## config.mk

```make
export PLATFORM = sky130hd
export DESIGN_NAME = posit_unpack_arb
export DESIGN_NICKNAME = d
export VERILOG_FILES = /design/src/rtl/posit_pkg.sv /design/src/rtl/posit_rr_pick.sv /design/src/rtl/posit_unpack_arb.sv
export SDC_FILE = /design/constraint.sdc
export NUM_CORES = 1
export LEC_CHECK = 0
export ABC_AREA = 1
export CAP_MARGIN = 20
export CELL_PAD_IN_SITES_DETAIL_PLACEMENT = 1
export CELL_PAD_IN_SITES_GLOBAL_PLACEMENT = 1
export CORE_MARGIN = 2
export CORE_UTILIZATION = 36
export CTS_BUF_LIST = sky130_fd_sc_hd__clkbuf_16
export CTS_CLUSTER_DIAMETER = 200
export DETAILED_ROUTE_END_ITERATION = 7
export GPL_TIMING_DRIVEN = 0
export HOLD_SLACK_MARGIN = 0.06
export PLACE_DENSITY_LB_ADDON = 0.1
export SLEW_MARGIN = 20
export SYNTH_ARGS = -nofsm -noshare
export SYNTH_HDL_FRONTEND = slang
export SYNTH_SLANG_ARGS = --single-unit
```

## constraint.sdc

```tcl
create_clock -name clk -period 25.2 [get_ports clk]
set_input_delay 5.04 -clock clk [delete_from_list [all_inputs] [get_ports clk]]
set_output_delay 5.04 -clock clk [all_outputs]
set_load 0.02 [all_outputs]
```

## src/rtl/posit_pkg.sv

```systemverilog
// Shared posit definitions: default word geometry, special encodings and the
// unpacked-operand record used by the decode datapath.
package posit_pkg;

    localparam int unsigned POSIT_BITS = 32;
    localparam int unsigned POSIT_ES   = 3;

    typedef struct packed {
        logic                  sign;
        logic                  zero;
        logic                  nar;
        logic [POSIT_BITS-1:0] seed;
        logic [POSIT_ES-1:0]   exp;
        logic [POSIT_BITS-1:0] frac;
    } posit_unpacked_t;

    function automatic logic [POSIT_BITS-1:0] posit_zero();
        return '0;
    endfunction

    function automatic logic [POSIT_BITS-1:0] posit_nar();
        return {1'b1, {(POSIT_BITS-1){1'b0}}};
    endfunction

endpackage

```

## src/rtl/posit_rr_pick.sv

```systemverilog
// Round-robin picker: pointer register plus rotated priority search, giving a
// one-hot grant and the winner index; the pointer advances past each winner.
module posit_rr_pick #(
    parameter int unsigned NREQ = 4,
    parameter int unsigned TAGW = 2
) (
    input  logic            clk,
    input  logic            rst,
    input  logic [NREQ-1:0] req,
    output logic [NREQ-1:0] grant,
    output logic [TAGW-1:0] winner,
    output logic            found
);

    logic [TAGW-1:0] ptr;
    logic [TAGW-1:0] idx;

    always_comb begin
        grant  = '0;
        winner = '0;
        found  = 1'b0;
        idx    = '0;
        for (int unsigned k = 0; k < NREQ; k++) begin
            idx = TAGW'((32'(ptr) + k) % NREQ);
            if (!found && req[idx]) begin
                found  = 1'b1;
                winner = idx;
            end
        end
        if (found) grant[winner] = 1'b1;
    end

    always_ff @(posedge clk or posedge rst) begin
        if (rst)
            ptr <= '0;
        else if (found)
            ptr <= (winner == TAGW'(NREQ - 1)) ? '0 : winner + 1'b1;
    end

endmodule

```

## src/rtl/posit_unpack_arb.sv

```systemverilog
// Round-robin shared posit unpacker with a single-entry valid/ready output stage.
// Optional per-requester accept counters: define POSIT_UNPACK_ARB_STATS_EN.
module posit_unpack_arb
    import posit_pkg::*;
#(
    parameter int unsigned BITS = POSIT_BITS,
    parameter int unsigned ES   = POSIT_ES,
    parameter int unsigned NREQ = 4,
    parameter int unsigned TAGW = 2
) (
    input  logic                 clk,
    input  logic                 rst,
    input  logic [NREQ-1:0]      req_valid,
    input  logic [NREQ*BITS-1:0] req_data,
    output logic [NREQ-1:0]      req_ready,
    output logic                 out_valid,
    input  logic                 out_ready,
    output logic [TAGW-1:0]      out_tag,
    output logic                 out_sign,
    output logic                 out_zero,
    output logic                 out_nar,
    output logic [BITS-1:0]      out_seed,
    output logic [ES-1:0]        out_exp,
    output logic [BITS-1:0]      out_frac
`ifdef POSIT_UNPACK_ARB_STATS_EN
    ,
    input  logic [TAGW-1:0]      stat_sel,
    output logic [15:0]          stat_cnt
`endif
);

    localparam int unsigned RW = $clog2(BITS) + 1;

    if (BITS != POSIT_BITS || ES != POSIT_ES || NREQ < 2 || TAGW != $clog2(NREQ)) begin : g_bad_cfg
        $error("posit_unpack_arb: unsupported parameter set");
    end

    typedef enum logic {EMPTY, FULL} state_t;

    state_t          state;
    posit_unpacked_t res_q, nxt;
    logic [TAGW-1:0] tag_q, winner;
    logic [NREQ-1:0] grant;
    logic            can_accept, accept;
    logic [BITS-1:0] w, v, tmp;
    logic            r0, done;
    logic [RW-1:0]   run, sh;

    assign can_accept = (state == EMPTY) || out_ready;

    posit_rr_pick #(
        .NREQ (NREQ),
        .TAGW (TAGW)
    ) u_pick (
        .clk    (clk),
        .rst    (rst),
        .req    (req_valid & {NREQ{can_accept}}),
        .grant  (grant),
        .winner (winner),
        .found  (accept)
    );

    assign req_ready = grant;

    always_comb begin
        w = '0;
        for (int unsigned i = 0; i < NREQ; i++)
            if (winner == TAGW'(i)) w = req_data[i*BITS +: BITS];
    end

    // Shifting past the regime terminator leaves exponent then fraction
    // MSB-aligned, so short exponents come out zero-padded for free.
    always_comb begin
        nxt      = '0;
        v        = '0;
        tmp      = '0;
        r0       = 1'b0;
        done     = 1'b0;
        run      = '0;
        sh       = '0;
        nxt.sign = w[BITS-1];
        if (w == posit_zero()) begin
            nxt.zero = 1'b1;
        end else if (w == posit_nar()) begin
            nxt.nar = 1'b1;
        end else begin
            v  = w[BITS-1] ? (~w + BITS'(1)) : w;
            r0 = v[BITS-2];
            for (int unsigned i = 0; i < BITS - 1; i++) begin
                if (!done && v[BITS-2-i] == r0) run = run + RW'(1);
                else done = 1'b1;
            end
            sh       = run + RW'(2);
            tmp      = v << sh;
            nxt.seed = r0 ? (BITS'(run) - BITS'(1)) : (~BITS'(run) + BITS'(1));
            nxt.exp  = tmp[BITS-1 -: ES];
            nxt.frac = tmp << ES;
        end
    end

    always_ff @(posedge clk or posedge rst) begin
        if (rst) begin
            state <= EMPTY;
            res_q <= '0;
            tag_q <= '0;
        end else if (accept) begin
            state <= FULL;
            res_q <= nxt;
            tag_q <= winner;
        end else if (out_ready) begin
            state <= EMPTY;
        end
    end

    assign out_valid = (state == FULL);
    assign out_tag   = tag_q;
    assign out_sign  = res_q.sign;
    assign out_zero  = res_q.zero;
    assign out_nar   = res_q.nar;
    assign out_seed  = res_q.seed;
    assign out_exp   = res_q.exp;
    assign out_frac  = res_q.frac;

`ifdef POSIT_UNPACK_ARB_STATS_EN
    logic [15:0] acc_cnt [NREQ];

    always_ff @(posedge clk or posedge rst) begin
        if (rst) begin
            for (int unsigned i = 0; i < NREQ; i++) acc_cnt[i] <= '0;
        end else if (accept && acc_cnt[winner] != '1) begin
            acc_cnt[winner] <= acc_cnt[winner] + 16'd1;
        end
    end

    assign stat_cnt = acc_cnt[stat_sel];
`endif

endmodule

```

==> run summary, run 1 <==
===========================================================================================
Multiplexer area fraction after synthesis ....................................      0.3771%
Clock edge transition at the registers on the reported setup and hold paths ..      0.07 ns
Post-synth top area share ....................................................       25.07%
Non-filler instance count after layout .......................................         2506
Io pins ......................................................................          212
Clk buf depth ................................................................            2
Arrival time at the worst endpoint ...........................................     24.35 ns
CP max-delay cell ............................................................ clkdlybuf4s50_1
Die area .....................................................................   30880 um^2
Number of rows in the core area ..............................................           62
Combined global-route utilization of all metal layers ........................       25.33%
Wire length after detailed routing ...........................................     40.70 mm
Simple-Gate Fraction of Synth Area ...........................................       54.15%
Fraction of synthesized cell area in xor and xnor cells ......................       3.512%
Count of unique library cells instantiated by Yosys ..........................           62
Pin count of the biggest net entering global routing .........................           35
Worst Clk Skew ...............................................................  0.008251 ns
Minimum clock period .........................................................     24.11 ns
Type of element launching the critical path ..................................   input port
Chip width ...................................................................     175.7 um
Number of design-rule violations left by the first detailed-router iteration .          434
Maximum fanout along the worst path ..........................................           10
Biggest cell delay along the critical path ...................................      0.43 ns
Core outline area ............................................................   28860 um^2
Critical path start-end classification .......................................       in2reg
Slew headroom ................................................................       51.23%
DR DRC count .................................................................            0
Root Buffer Master ...........................................................    clkbuf_16
Maximum level of the CTS H-tree ..............................................            2
Remaining antenna violation count ............................................            0
Detailed-route via count .....................................................        12403
Number of clock sinks seen by CTS ............................................           51
Sequential cell area fraction in the yosys report ............................       12.02%
Max-Cap Viols ................................................................            0
TritonCTS clock tree .........................................................          yes
Cell count after placement ...................................................         2462
GP Congestion ................................................................       0.9464
Number of flops mapped to enable cells by yosys ..............................            0
Crit path required time ......................................................     25.44 ns
Quantity of hold-fixing buffers added after cts ..............................            0
Total grt overflow ...........................................................            0
Iteration count of the initial detailed-routing pass .........................            4
Average wire per cell in the routed design ...................................     16.24 um
Most frequent cell on the critical path ......................................         ha_1
Top_reg_cell synth ...........................................................      dfrtp_1
Period Utilization, post-route ...............................................       95.69%
Slew Viols, Final ............................................................            0
Global-route wire length before repair .......................................     63.71 mm
Cell count after synthesis ...................................................         1867
Cell area after synthesis ....................................................   10620 um^2
Compound-gate portion of the synthesized area ................................       8.981%
Upper clock frequency limit ..................................................    41.47 MHz
Share of cells above drive strength 1 ........................................       21.96%
Setup violators final ........................................................            0
Post-detailed-route via-to-cell ratio ........................................        4.949
Slew at the pin with the worst max-slew slack ................................    0.7316 ns
Adder and majority cell fraction of the synthesized area .....................       4.243%
Number of buffers added on ports .............................................          208
HP Class .....................................................................      reg2reg
Synth Register Bits ..........................................................           51
Synthesized area divided by synthesized cell count ...........................   5.686 um^2
Post-route worst hold slack ..................................................    0.4872 ns
Cell with the most instances after synthesis .................................      nand2_1
Result of the run ............................................................ finished clean
Growth of design area from synthesis to finish ...............................       35.47%
Die H ........................................................................     175.7 um
YS warnings ..................................................................            0
Synth top cells by count ..................................................... nand2_1 (709), inv_1 (218), nand3_1 (157), nor2_1 (115), o21ai_0 (77)
Final hold vios ..............................................................            0
Placed wire-length estimate after detailed placement .........................     33.40 mm
Vias in the first global route ...............................................        12871
Top cells by area in the synthesized netlist ................................. nand2_1 (25%), dfrtp_1 (12%), inv_1 (7.7%)
Initial antenna violation count ..............................................            0
Final net count ..............................................................         2293
Type of element capturing the critical path ..................................     register
Starting density of the core .................................................       36.79%
Largest family of logic cells by synthesized area ............................ simple AND/OR/NAND/NOR gates
Yosys top cell by area .......................................................      nand2_1
Number of antenna diodes .....................................................            0
Share of async-settable or async-resettable flops after synthesis ............       100.0%
Number of buffers created by CTS .............................................            5
Later-pin clock latency in the skew report ...................................      0.29 ns
===========================================================================================
[cell type report]
class,instances,area (um^2)
plain buffers,90,892.1
clock buffers,5,125.1
clock inverters,2,37.54
fillers,3943,14480
inverters,255,1013
multi-input cells,1472,8083
flip-flops and latches,51,1276
well taps,384,480.5
repair buffers,246,2469
repair inverters,1,6.256
[cell usage in the layout (no fill, tap or decap), drive strengths merged]
cell type	n
conb	3
buf	105
nor3b	1
o21a	4
o32ai	1
nor2	161
nor3	7
a22oi	2
nand2	787
bufinv	1
nor4	1
o21ai	89
a21oi	57
nand3b	3
nand4	26
a21boi	5
o211ai	3
clkbuf	28
nand3	210
or2	15
o31ai	3
and3	4
dlymetal6s2s	1
clkinvlp	1
dfrtp	51
xor2	36
xnor2	4
mux2i	4
clkdlybuf4s50	207
and2	7
clkinv	4
ha	36
inv	252
a31oi	3
[what timing repair did]
action,in CTS,in global routing
hold endpoints to repair,0,0
pin swaps,8,57
endpoints found under the setup margin,42,42
gates resized for setup,63,150
buffers inserted,11,22
cloned,0,5
[path summary, 6_finish.rpt]
| kind | from | endpoint | slack [ns] | depth (start not counted) |
|---|---|---|---|---|
| max | req_valid[2] | out_frac[17] | 1.09 | 142 |
| min | out_frac[7] | out_frac[7] | 0.49 | 2 |
| max reg2reg | u_pick.ptr[0] | out_frac[17] | 5.52 | 141 |
| min reg2reg | out_frac[7] | out_frac[7] | 0.49 | 2 |
| max in group asynchronous | rst | out_exp[2] | 19.60 | 3 |
| min in group asynchronous | rst | out_valid | 5.06 | 2 |
[stage by stage]
step / TNS, ns / setup WS (ns) / area (um^2) / util (%)
2_1_floorplan: 0 / 0.9461 / 10620 / -
5_1_grt: -4.140 / -0.2035 / 14380 / 49.84
4_1_cts: 0 / 0.002586 / 13620 / 47.21
3_3_place_gp: -60.29 / -1.766 / 13190 / 45.69
3_5_place_dp: -82.46 / -2.275 / 13210 / 45.76
6_report: 0 / 1.085 / 14380 / 49.84
[sequential cells by signal, summed over array words and instances (netlist names)]
signal,flops
out_valid,1
out_zero,1
out_sign,1
out_frac,29
out_exp,3
out_seed,11
u_pick.ptr,2
out_tag,2
out_nar,1
[per-layer routing]
metal,vias up,routed length [um],GRT usage [%]
li1,6296,-,-
met1,5813,17840,31.00
met2,244,20170,46.70
met3,50,1859,4.221
met4,0,831,4.683
met5,-,0,0
[worst max-delay path, delay by kind of cell]
kind / cells / cell delay, ns
compound gates: 14 / 1.61
fa+ha+maj: 29 / 7.59
buf+inv: 34 / 2.72
simple gates: 65 / 7.34
[logic make-up (layout without fill, tap and decap cells)]
family | count (synthesis) | count (layout)
fa+ha+maj | 36 | 36
xor+xnor | 40 | 40
buf+inv | 346 | 599
flops | 51 | 51
compound gates | 167 | 167
simple gates | 1222 | 1222
mux | 4 | 4
other cells | 1 | 3
Power of run 1 is not shown: default switching activity piles up to over one toggle a cycle in this logic, so the estimate is an artifact.
==> run 2: changes to the inputs <==
--- a/config.mk
+++ b/config.mk
@@ -13,6 +13,7 @@
 export CORE_UTILIZATION = 36
 export CTS_BUF_LIST = sky130_fd_sc_hd__clkbuf_16
 export CTS_CLUSTER_DIAMETER = 200
+export CTS_CLUSTER_SIZE = 8
 export DETAILED_ROUTE_END_ITERATION = 7
 export GPL_TIMING_DRIVEN = 0
 export HOLD_SLACK_MARGIN = 0.06
==> results of run 2 <==
Same layout as run 1: the final DEF is identical, and so are final timing and power.
Power of run 2 is left out for the same reason.
==> run 3: changes to the inputs <==
--- a/config.mk
+++ b/config.mk
@@ -18,7 +18,6 @@
 export GPL_TIMING_DRIVEN = 0
 export HOLD_SLACK_MARGIN = 0.06
 export PLACE_DENSITY_LB_ADDON = 0.1
-export SLEW_MARGIN = 20
 export SYNTH_ARGS = -nofsm -noshare
 export SYNTH_HDL_FRONTEND = slang
 export SYNTH_SLANG_ARGS = --single-unit
==> run summary, run 3 (synthesized netlist as in run 1, its figures left out) <==
===========================================================================================
Maximum fanout along the worst path ..........................................           10   unchanged
Quantity of hold-fixing buffers added after cts ..............................            0   unchanged
Final net count ..............................................................         2296   +0.13%
Placed wire-length estimate after detailed placement .........................     33.30 mm   -0.29%
Minimum clock period .........................................................     24.17 ns   +0.05928 ns
Global-route wire length before repair .......................................     63.82 mm   +0.17%
Number of buffers added on ports .............................................          208   unchanged
Clk buf depth ................................................................            2   unchanged
GP Congestion ................................................................       0.9464   unchanged
Design area ..................................................................   14290 um^2   -0.65%
Setup violators final ........................................................            0   unchanged
Share of cells above drive strength 1 ........................................       21.78%   -0.18 points
Most frequent cell on the critical path ......................................         ha_1
Number of rows in the core area ..............................................           62   unchanged
Wire length after detailed routing ...........................................     40.36 mm   -0.85%
Worst Clk Skew ...............................................................  0.004091 ns   -0.004160 ns
Post-DP Area .................................................................   13210 um^2   unchanged
HP Class .....................................................................      reg2reg
Placement Setup Slack ........................................................    -2.275 ns   +0.00004000 ns
Max-Cap Viols ................................................................            0   unchanged
Flip-flop count of the largest register after layout .........................           29   unchanged
Type of element launching the critical path ..................................   input port
Pin count of the biggest net entering global routing .........................           35   unchanged
Detailed-route via count .....................................................        12450   +0.38%
Combined global-route utilization of all metal layers ........................       25.35%   +0.027 points
Most frequent standard cell in the layout excluding fill and tap cells .......      nand2_1
TritonCTS clock tree .........................................................          yes
Number of clock sinks seen by CTS ............................................           51   unchanged
Number of buffers created by CTS .............................................            5   unchanged
Slew at the pin with the worst max-slew slack ................................    0.7925 ns   +0.06092 ns
Total grt overflow ...........................................................            0   unchanged
Result of the run ............................................................ finished clean
Slew Viols, Final ............................................................            0   unchanged
Root Buffer Master ...........................................................    clkbuf_16
Initial antenna violation count ..............................................            0   unchanged
Iteration count of the initial detailed-routing pass .........................            5   +1
Crit path required time ......................................................     25.39 ns   -0.05 ns
Period Utilization, post-route ...............................................       95.93%   +0.24 points
Number of antenna diodes .....................................................            0   unchanged
Maximum level of the CTS H-tree ..............................................            2   unchanged
Starting density of the core .................................................       36.79%   unchanged
Arrival time at the worst endpoint ...........................................     24.36 ns   about the same
Remaining antenna violation count ............................................            0   unchanged
Slew headroom ................................................................       46.61%   -4.6 points
Number of design-rule violations left by the first detailed-router iteration .          387   -11%
Growth of design area from synthesis to finish ...............................       34.59%
Post-detailed-route via-to-cell ratio ........................................        4.960   +0.22%
Final hold vios ..............................................................            0   unchanged
Later-pin clock latency in the skew report ...................................      0.30 ns   about the same
Worst path setup slack after routing .........................................     1.026 ns   -0.05928 ns
Core outline area ............................................................   28860 um^2   unchanged
Clock edge transition at the registers on the reported setup and hold paths ..      0.07 ns   about the same
Upper clock frequency limit ..................................................    41.37 MHz   -0.25%
DR DRC count .................................................................            0   unchanged
Layout filler cell count .....................................................         3973   +0.76%
Average wire per cell in the routed design ...................................     16.08 um   -1.0%
Io pins ......................................................................          212   unchanged
Vias in the first global route ...............................................        12898   +0.21%
Type of element capturing the critical path ..................................     register
Die area .....................................................................   30880 um^2   unchanged
Chip width ...................................................................     175.7 um   unchanged
Die H ........................................................................     175.7 um   unchanged
Biggest cell delay along the critical path ...................................      0.42 ns   about the same
Leading cell types in the layout, fill and taps excluded ..................... nand2_1 (685), inv_1 (207), clkdlybuf4s50_1 (207)
CP max-delay cell ............................................................ clkdlybuf4s50_1
Critical path start-end classification .......................................       in2reg
===========================================================================================
==> run 3: cell count changes in the layout (fill, tap and decap cells not counted), sizes merged <==
cell | previous run | this run
clkbuf | 28 | 27
buf | 105 | 110
bufinv | 1 | 0
clkinvlp | 1 | 0
clkinv | 4 | 6
==> run 3: per-layer routing <==
metal / part of all wire (%) / global-route usage [%]
met1: 44 / 30.97
met2: 49 / 46.44
met3: 4.5 / 4.481
met4: 2.1 / 5.096
met5: 0 / 0
==> run 3: final timing paths <==
kind | startpoint | endpoint | slack [ns] | depth (start not counted)
setup / recovery | req_valid[2] | out_seed[5] | 1.03 | 138
hold / removal | out_frac[6] | out_frac[6] | 0.49 | 2
setup reg to reg | u_pick.ptr[0] | out_seed[5] | 5.46 | 137
hold reg to reg | out_frac[6] | out_frac[6] | 0.49 | 2
max in group asynchronous | rst | out_seed[28] | 19.62 | 3
min in group asynchronous | rst | out_valid | 5.05 | 2
==> run 3: metrics by stage <==
stage | setup TNS (ns) | hold WS [ns] | util (%) | cells
after floorplan | 0 | 0.5836 | - | 1869
after global placement | -60.29 | 0.4650 | 45.69 | 2461
after detailed placement | -82.54 | 0.4780 | 45.76 | 2462
after CTS | -0.002908 | 0.4984 | 47.26 | 2482
after global routing | -7.974 | 0.5174 | 49.51 | 2510
final | 0 | 0.4936 | 49.51 | 2510
==> run 3: repair_timing <==
item | 4_1_cts | 5_1_grt
pin swaps | 9 | 48
cloned | 0 | 1
setup endpoints to repair | 42 | 42
buffers inserted | 13 | 27
resized for setup | 72 | 132
==> run 3: cell type report <==
class / count / area [um^2] / area share, %
plain buffers: 90 / 915.9 / 6.410
repair buffers: 250 / 2430 / 17.01
inverters: 255 / 1013 / 7.093
clock buffers: 5 / 125.1 / 0.8757
clock inverters: 3 / 16.27 / 0.1138
multi-input cells: 1472 / 8031 / 56.21
flip-flops and latches: 51 / 1276 / 8.932
well taps: 384 / 480.5 / 3.363
==> run 3: critical path: cells and delay by family <==
kind | cells | cell delay, ns
adder cells (fa/ha/maj) | 30 | 7.84
AND/OR/NAND/NOR | 67 | 7.62
AO/OA/AOI/OAI | 11 | 1.39
buffers and inverters | 30 | 2.43
Power of run 3 is left out for the same reason.
